`src/rtl/router_pkg.sv`:
```
// Shared router definitions: FSM state type, payload limits and the byte-XOR CRC.
// Used by both the transmit and the receive side.
package router_pkg;

    localparam int MAX_PAYLOAD = 7;
    localparam int SIZE_W      = 3;

    typedef enum logic [2:0] {
        IDLE,
        SRC,
        DEST,
        SIZE,
        DATA,
        CRC
    } state_t;

    function automatic logic [7:0] crc_update(input logic [7:0] crc, input logic [7:0] data_byte);
        return crc ^ data_byte;
    endfunction

endpackage

```
`src/rtl/router_pkt_tx_if.sv`:
```
// Byte stream between the packet transmitter and the router input port.
interface router_pkt_tx_if;

    logic [7:0] pkt_out;
    logic       pkt_valid;
    logic       stop_packet_send;

    modport master (
        output pkt_out,
        output pkt_valid,
        input  stop_packet_send
    );

    modport slave (
        input  pkt_out,
        input  pkt_valid,
        output stop_packet_send
    );

endinterface

```
`src/rtl/router_tx_buf.sv`:
```
// Payload buffer for the transmitter: 7 x 8-bit regfile, count (doubles as write
// pointer), read pointer and registered full flag.
module router_tx_buf
    import router_pkg::*;
(
    input  logic              clk1,
    input  logic              reset,
    input  logic              i_wr,
    input  logic [7:0]        i_wr_data,
    input  logic              i_rd_adv,
    input  logic              i_clear,
    output logic [7:0]        o_rd_data,
    output logic [SIZE_W-1:0] o_count,
    output logic [SIZE_W-1:0] o_rd_ptr,
    output logic              o_full
);

    logic [7:0]        r_mem [0:MAX_PAYLOAD-1];
    logic [SIZE_W-1:0] r_count;
    logic [SIZE_W-1:0] r_rd_ptr;
    logic              r_full;

    // Clearing the count and pointers is enough to discard the payload.
    always_ff @(posedge clk1 or negedge reset) begin
        if (!reset) begin
            r_count  <= '0;
            r_rd_ptr <= '0;
            r_full   <= 1'b0;
        end else if (i_clear) begin
            r_count  <= '0;
            r_rd_ptr <= '0;
            r_full   <= 1'b0;
        end else begin
            if (i_wr) begin
                r_count <= r_count + 1'b1;
                r_full  <= (r_count == SIZE_W'(MAX_PAYLOAD - 1));
            end
            if (i_rd_adv) begin
                r_rd_ptr <= r_rd_ptr + 1'b1;
            end
        end
    end

    always_ff @(posedge clk1) begin
        if (i_wr) begin
            r_mem[r_count] <= i_wr_data;
        end
    end

    assign o_rd_data = (r_rd_ptr < SIZE_W'(MAX_PAYLOAD)) ? r_mem[r_rd_ptr] : 8'h00;
    assign o_count   = r_count;
    assign o_rd_ptr  = r_rd_ptr;
    assign o_full    = r_full;

endmodule

```
`src/rtl/router_pkt_tx.sv`:
```
// Router packet transmitter: SRC_ID, dest, size, payload, XOR CRC with back-pressure.
// Optional CRC corruption for error testing is enabled by ROUTER_TX_ERR_INJECT_EN.
module router_pkt_tx
    import router_pkg::*;
#(
    parameter logic [7:0] SRC_ID = 8'h01
) (
    input  logic       clk1,
    input  logic       reset,
    input  logic       wr_en,
    input  logic [7:0] wr_data,
    input  logic       start,
    input  logic [7:0] dest,
`ifdef ROUTER_TX_ERR_INJECT_EN
    input  logic       err_inject,
`endif
    router_pkt_tx_if.master tx,
    output logic       busy,
    output logic       buf_full,
    output logic       done
);

    state_t            r_state, w_state_next, w_load_state;
    logic [7:0]        r_pkt_out, w_pkt_out_next;
    logic [7:0]        r_crc, w_crc_next;
    logic [7:0]        r_dest, w_dest_next;
    logic              r_valid, w_valid_next;
    logic              r_busy, w_busy_next;
    logic              r_done, w_done_next;
    logic              r_err, w_err_next;
    logic              w_err_in;
    logic              w_wr, w_rd_adv, w_clear, w_accept, w_load;
    logic [7:0]        w_rd_data;
    logic [SIZE_W-1:0] w_count, w_rd_ptr;
    logic              w_full;

`ifdef ROUTER_TX_ERR_INJECT_EN
    assign w_err_in = err_inject;
`else
    assign w_err_in = 1'b0;
`endif

    assign w_wr     = (r_state == IDLE) && wr_en && !start && !w_full;
    assign w_accept = r_valid && !tx.stop_packet_send;

    router_tx_buf u_buf (
        .clk1      (clk1),
        .reset     (reset),
        .i_wr      (w_wr),
        .i_wr_data (wr_data),
        .i_rd_adv  (w_rd_adv),
        .i_clear   (w_clear),
        .o_rd_data (w_rd_data),
        .o_count   (w_count),
        .o_rd_ptr  (w_rd_ptr),
        .o_full    (w_full)
    );

    always_ff @(posedge clk1 or negedge reset) begin
        if (!reset) begin
            r_state   <= IDLE;
            r_pkt_out <= 8'h00;
            r_crc     <= 8'h00;
            r_dest    <= 8'h00;
            r_valid   <= 1'b0;
            r_busy    <= 1'b0;
            r_done    <= 1'b0;
            r_err     <= 1'b0;
        end else begin
            r_state   <= w_state_next;
            r_pkt_out <= w_pkt_out_next;
            r_crc     <= w_crc_next;
            r_dest    <= w_dest_next;
            r_valid   <= w_valid_next;
            r_busy    <= w_busy_next;
            r_done    <= w_done_next;
            r_err     <= w_err_next;
        end
    end

    // The state names the byte on the wire; the first SRC cycle has valid low,
    // which gives the one-cycle launch latency. Each byte is loaded exactly once.
    always_comb begin
        w_state_next   = r_state;
        w_pkt_out_next = r_pkt_out;
        w_crc_next     = r_crc;
        w_dest_next    = r_dest;
        w_valid_next   = r_valid;
        w_busy_next    = r_busy;
        w_done_next    = 1'b0;
        w_err_next     = r_err;
        w_rd_adv       = 1'b0;
        w_clear        = 1'b0;
        w_load         = 1'b0;
        w_load_state   = r_state;

        case (r_state)
            IDLE: begin
                if (start) begin
                    w_state_next = SRC;
                    w_busy_next  = 1'b1;
                    w_dest_next  = dest;
                    w_crc_next   = 8'h00;
                    w_err_next   = w_err_in;
                end
            end
            default: begin
                if (!r_valid) begin
                    w_load = 1'b1;
                end else if (w_accept) begin
                    w_crc_next = crc_update(r_crc, r_pkt_out);
                    w_load     = 1'b1;
                    case (r_state)
                        SRC:  w_state_next = DEST;
                        DEST: w_state_next = SIZE;
                        SIZE: w_state_next = (w_count == '0) ? CRC : DATA;
                        DATA: w_state_next = (w_rd_ptr == w_count) ? CRC : DATA;
                        CRC: begin
                            w_state_next   = IDLE;
                            w_load         = 1'b0;
                            w_pkt_out_next = 8'h00;
                            w_valid_next   = 1'b0;
                            w_busy_next    = 1'b0;
                            w_done_next    = 1'b1;
                            w_clear        = 1'b1;
                        end
                        default: w_state_next = IDLE;
                    endcase
                    w_load_state = w_state_next;
                end
            end
        endcase

        if (w_load) begin
            w_valid_next = 1'b1;
            case (w_load_state)
                SRC:  w_pkt_out_next = SRC_ID;
                DEST: w_pkt_out_next = r_dest;
                SIZE: w_pkt_out_next = {{(8 - SIZE_W){1'b0}}, w_count};
                DATA: begin
                    w_pkt_out_next = w_rd_data;
                    w_rd_adv       = 1'b1;
                end
                CRC:  w_pkt_out_next = w_crc_next ^ {7'b0, r_err};
                default: w_pkt_out_next = r_pkt_out;
            endcase
        end
    end

    assign tx.pkt_out   = r_pkt_out;
    assign tx.pkt_valid = r_valid;
    assign busy         = r_busy;
    assign done         = r_done;
    assign buf_full     = w_full;

endmodule

```
`src/flat_wrapper.sv`:
```
// flat-port wrapper written by rule: the top's interface ports become plain ports
module router_pkt_tx_flat import router_pkg::*;
#(
    parameter logic [7:0] SRC_ID = 8'h01
)
  (clk1, reset, wr_en, wr_data, start, dest, busy, buf_full, done, tx_pkt_out, tx_pkt_valid, tx_stop_packet_send);
  router_pkt_tx_if tx_i ();
  input  logic clk1;
  input  logic reset;
  input  logic wr_en;
  input  logic [7:0] wr_data;
  input  logic start;
  input  logic [7:0] dest;
  output logic busy;
  output logic buf_full;
  output logic done;
  output wire logic [$bits(tx_i.pkt_out)-1:0] tx_pkt_out;
  output wire logic [$bits(tx_i.pkt_valid)-1:0] tx_pkt_valid;
  input wire logic [$bits(tx_i.stop_packet_send)-1:0] tx_stop_packet_send;
  assign tx_pkt_out = tx_i.pkt_out;
  assign tx_pkt_valid = tx_i.pkt_valid;
  assign tx_i.stop_packet_send = tx_stop_packet_send;
  router_pkt_tx #(.SRC_ID(SRC_ID)) u_core (.clk1(clk1), .reset(reset), .wr_en(wr_en), .wr_data(wr_data), .start(start), .dest(dest), .tx(tx_i), .busy(busy), .buf_full(buf_full), .done(done));
endmodule
```
`config.mk`:
```
export PLATFORM = sky130hd
export DESIGN_NAME = router_pkt_tx_flat
export DESIGN_NICKNAME = d
export VERILOG_FILES = /design/src/rtl/router_pkg.sv /design/src/rtl/router_pkt_tx_if.sv /design/src/rtl/router_tx_buf.sv /design/src/rtl/router_pkt_tx.sv /design/src/flat_wrapper.sv
export SDC_FILE = /design/constraint.sdc
export NUM_CORES = 1
export LEC_CHECK = 0
export CORE_UTILIZATION = 55
export DETAILED_ROUTE_END_ITERATION = 7
export PLACE_DENSITY = 0.86
export SYNTH_ARGS = -nofsm -noshare
export SYNTH_HDL_FRONTEND = slang
export SYNTH_SLANG_ARGS = --single-unit
```
`constraint.sdc`:
```
create_clock -name clk1 -period 6.16 [get_ports clk1]
set_clock_uncertainty 0.05 [all_clocks]
set_input_delay 1.232 -clock clk1 [delete_from_list [all_inputs] [get_ports clk1]]
set_output_delay 1.232 -clock clk1 [all_outputs]
set_load 0.005 [all_outputs]
```
==> flow_results.org <==
** Placed design
- In this run the cell area measured after placement is 4620 µm².
- Total instance count after detailed placement :: 441
- Buffers placed on the I/O ports in this run total 32.
- Timing analysis after detailed placement gives a worst setup slack of 2430 ps.
- Final GP Congestion :: 0.868
- Placed wire-length estimate :: 5490 µm

** Timing
- Slew at the pin closest to its max-slew limit :: 1100 ps
- The number of max-slew violations in the final report came to 0.
- Unrepaired setup endpoints after global routing :: false
- Slew headroom :: 25.8%
- For this run, the top clock speed supported by timing is 301 MHz.
- After routing, the total negative slack on setup checks comes to 0 ps.
- The number of failing hold endpoints at the final stage was 0.
- Across all hold checks on the routed design, the worst slack comes to 430 ps.
- The worst path in the final design needs a cycle of 3320 ps, including I/O delays and setup.
- Worst-case setup margin in the final layout :: 2840 ps
- Final count of negative-setup-slack endpoints :: 0
- Fraction of the cycle the final worst path needs :: 53.9%

** Power and ir drop
- IR drop worst, VDD :: 0.000177 V
- In this run the power density over the cells is 432 nW/µm².
- In this run the static leakage power is 1.79 nW.
- Power comes to 2.09 mW.

** Floorplan
- Num ports :: 33
- Die Area :: 8150 µm²
- Std-Cell Rows :: 31
- Area of the core region :: 7410 µm²
- Vertical die dimension :: 90.3 µm
- Once the floorplan was initialized, standard cells occupied 57.8% of the core.
- Width of the chip :: 90.3 µm

** Detailed routing
- Antenna Violating Nets Remaining :: 0
- Total number of vias :: 2,650
- The routed design has 8050 µm of wire.
- Dividing the detail-routed via count by the number of cells gives 5.80.
- In the final routed layout, each cell accounts on average for 17.6 µm.
- Number of remaining DRC errors :: 0
- The detailed router finished its first iteration with 192 violations.
- Detailed-routing iteration count for the pre-antenna-repair pass :: 4

** Setup path
- STA classifies the critical path startpoint as an input pin.
- Buf+Inv Stages, Crit Path :: 1
- Crit Reg-Reg Endpoint :: u_core.u_buf.r_mem[0][0]$_DFFE_PP_
- The worst setup path is captured at a register.
- Of all nets on the critical path, the largest fanout is 8.
- For the worst flop-to-flop path, the logic depth is 5.
- Start of the worst register-to-register path :: u_core.r_state[1]$_DFFE_PN0P_
- At the worst endpoint, the arrival time is 3250 ps.
- Ordered cell list for the critical path :: clkdlybuf4s50_1 > nand3b_1 > nor2_1 > nand2_1 > nor3_1
- The critical path in this run is classified as in2reg.
- The largest single stage delay on the critical path is 860 ps.
- CP top delay family :: simple AND/OR/NAND/NOR gates
- Slowest cell on the critical path :: sky130_fd_sc_hd__nor3_1
- At the worst endpoint, the required time is 6100 ps.
- Setup slack of the worst register-to-register path :: 3060 ps

** Min path
- Counting instances, the worst hold path has a depth of 1.
- The tightest min-delay check is of the reg2reg type.
- For hold timing, the worst endpoint is u_core.r_crc[5]$_DFF_PN0_.
- The startpoint identified for the worst hold timing path is u_core.r_crc[5]$_DFF_PN0_.

** Synthesis
- Synth area leader :: sky130_fd_sc_hd__edfxtp_1
- A synthesized cell averages 13.1 µm².
- The share of the Yosys chip area taken by registers is 60.8%.
- sky130_fd_sc_hd__edfxtp_1 is the most common cell in the netlist.
- Fraction of post-synthesis cell area in the top cell type by area :: 39.2%
- Synth Warn # :: 0
- Post-synth top cells :: sky130_fd_sc_hd__edfxtp_1 (56), sky130_fd_sc_hd__dfrtp_1 (37), sky130_fd_sc_hd__nand2_1 (36), sky130_fd_sc_hd__nor2_1 (25), sky130_fd_sc_hd__mux2i_1 (21)
- Number of enable flip-flop cells after synthesis :: 56
- Count of mapped cells out of synthesis :: 328
- Leading post-synthesis cells by cell area :: sky130_fd_sc_hd__edfxtp_1 (39%), sky130_fd_sc_hd__dfrtp_1 (22%), sky130_fd_sc_hd__mux2i_1 (4.9%)
- In this run, synthesis produced a sequential element count of 93.
- Async set-reset flop share out of synthesis :: 39.8%
- Number of library cell types mapped by synthesis :: 50
- Most used DFF post-synth :: sky130_fd_sc_hd__edfxtp_1
- Counting every net in the synthesized netlist gives 353.
- Netlist area before placement :: 4290 µm²

** Global route
- Vias in the first global route :: 2,615
- Number of antenna violations at the first check in global routing :: 0
- Overall overflow remaining after global route :: 0
- Maximum number of pins on one net before global-route repair :: 38
- Total track usage :: 21.3%
- The first global-routing pass estimated 13,300 µm of wire.

** Final layout
- Synthesis-to-layout area growth :: 12.8%
- The finished cells cover 4830 µm².
- At the end of the flow, the number of nets in the layout was 378.
- For this run, the share of the core covered by cells in the final layout is 65.2%.
- Number of fill cells in the layout :: 527
- Count of inserted antenna diode cells :: 0
- The finished layout holds 457 standard cells, fillers aside.
- Share of cells above drive strength 1 :: 13.4%

** Clock network
- The root buffer cell chosen for the clock tree is sky130_fd_sc_hd__clkbuf_8.
- Gates resized during post-CTS repair numbered 0.
- The number of clock buffers added by TritonCTS is 9.
- Clock tree from TritonCTS :: built
- Clock-pin slew was measured on the worst setup and hold paths at 110 ps.
- After clock tree synthesis, the setup repair step added 0 buffers.
- The number of hold buffers added after CTS was 0.
- For the worst-skew pair, the clock arrives at the later sink with an insertion delay of 360 ps.
- The H-tree was split into 3 levels.
- Clk sink count :: 93
- Largest buffer count on any clock path :: 2

** Flow run
- Max-cap viol count :: 0

** Run status
- The run finished with clean final reports.
==> per-layer routing <==
layer / GRT usage (%) / up-vias / share of wire [%]
li1: - / 1265 / -
met1: 29.1 / 1296 / 45
met2: 34.7 / 85 / 49
met3: 4.04 / 4 / 5.5
met4: 7.26 / 0 / 0.55
met5: 0 / - / 0
==> sequential cells by signal, summed over array words and instances, names as in the netlist <==
signal	flops
u_core.u_buf.r_mem	56
u_core.r_crc	8
u_core.r_dest	8
u_core.tx.pkt_out	8
u_core.r_state	3
u_core.u_buf.o_count	3
u_core.u_buf.o_rd_ptr	3
u_core.busy	1
u_core.done	1
u_core.tx.pkt_valid	1
u_core.u_buf.o_full	1
==> where the power goes <==
part	switching (mW)	internal (mW)
registers	0.200	0.776
clock network	0.246	0.164
logic	0.336	0.365
total	0.782	1.31
==> placed cells by master (no fill, tap or decap), types with 3 or more instances in the layout <==
cell / instances
sky130_fd_sc_hd__clkbuf_8: 9
sky130_fd_sc_hd__inv_8: 3
sky130_fd_sc_hd__nand2_1: 36
sky130_fd_sc_hd__nor3_1: 4
sky130_fd_sc_hd__mux4_2: 7
sky130_fd_sc_hd__mux2_2: 15
sky130_fd_sc_hd__nor2b_1: 4
sky130_fd_sc_hd__dfrtp_1: 37
sky130_fd_sc_hd__mux2i_1: 21
sky130_fd_sc_hd__nor3b_1: 5
sky130_fd_sc_hd__a21oi_1: 10
sky130_fd_sc_hd__a221o_1: 3
sky130_fd_sc_hd__nor2_1: 25
sky130_fd_sc_hd__nand2b_1: 3
sky130_fd_sc_hd__inv_1: 7
sky130_fd_sc_hd__ha_1: 4
sky130_fd_sc_hd__and3_1: 3
sky130_fd_sc_hd__clkdlybuf4s50_1: 31
sky130_fd_sc_hd__xnor2_1: 6
sky130_fd_sc_hd__nand3b_1: 4
sky130_fd_sc_hd__o21ai_0: 19
sky130_fd_sc_hd__a32oi_1: 4
sky130_fd_sc_hd__a22oi_1: 6
sky130_fd_sc_hd__a31oi_1: 3
sky130_fd_sc_hd__edfxtp_1: 56
==> kinds of logic (layout without fill, tap and decap cells) <==
| group | count (synthesis) | count (layout) | share of synthesized area, % |
|---|---|---|---|
| adder cells (fa/ha/maj) | 4 | 4 | 1.17 |
| flip-flops | 93 | 93 | 60.8 |
| buffers and inverters | 26 | 56 | 3.12 |
| multiplexers | 43 | 43 | 12.5 |
| AND/OR/NAND/NOR | 92 | 92 | 10.5 |
| XOR/XNOR | 8 | 8 | 1.64 |
| AO/OA/AOI/OAI | 62 | 62 | 10.2 |
==> worst max path at each step <==
| stage | start | endpoint | slack (ps) | depth (start not counted) |
|---|---|---|---|---|
| 2_1_floorplan | start | u_core.u_buf.r_mem[0][0]$_DFFE_PP_ | 3350 | 4 |
| 3_3_place_gp | start | u_core.u_buf.r_mem[1][4]$_DFFE_PP_ | 2550 | 5 |
| 3_5_place_dp | start | u_core.u_buf.r_mem[0][4]$_DFFE_PP_ | 2430 | 5 |
| 4_1_cts | start | u_core.u_buf.r_mem[0][7]$_DFFE_PP_ | 2770 | 5 |
| 5_1_grt | start | u_core.u_buf.r_mem[0][5]$_DFFE_PP_ | 2630 | 5 |
| 6_report | start | u_core.u_buf.r_mem[0][0]$_DFFE_PP_ | 2840 | 5 |
==> final cells by class <==
type                            count  area [µm²]  area share (%)
Clock buffer                        9         124            2.56
Clock inverter                      7        83.8            1.73
Inverter                            7        26.3           0.544
Multi-Input combinational cell    209        1540            32.0
Sequential cell                    93        2610            54.0
Tap cell                           99         124            2.56
Timing Repair Buffer               33         323            6.68
Power figures use the tool's default switching activity.
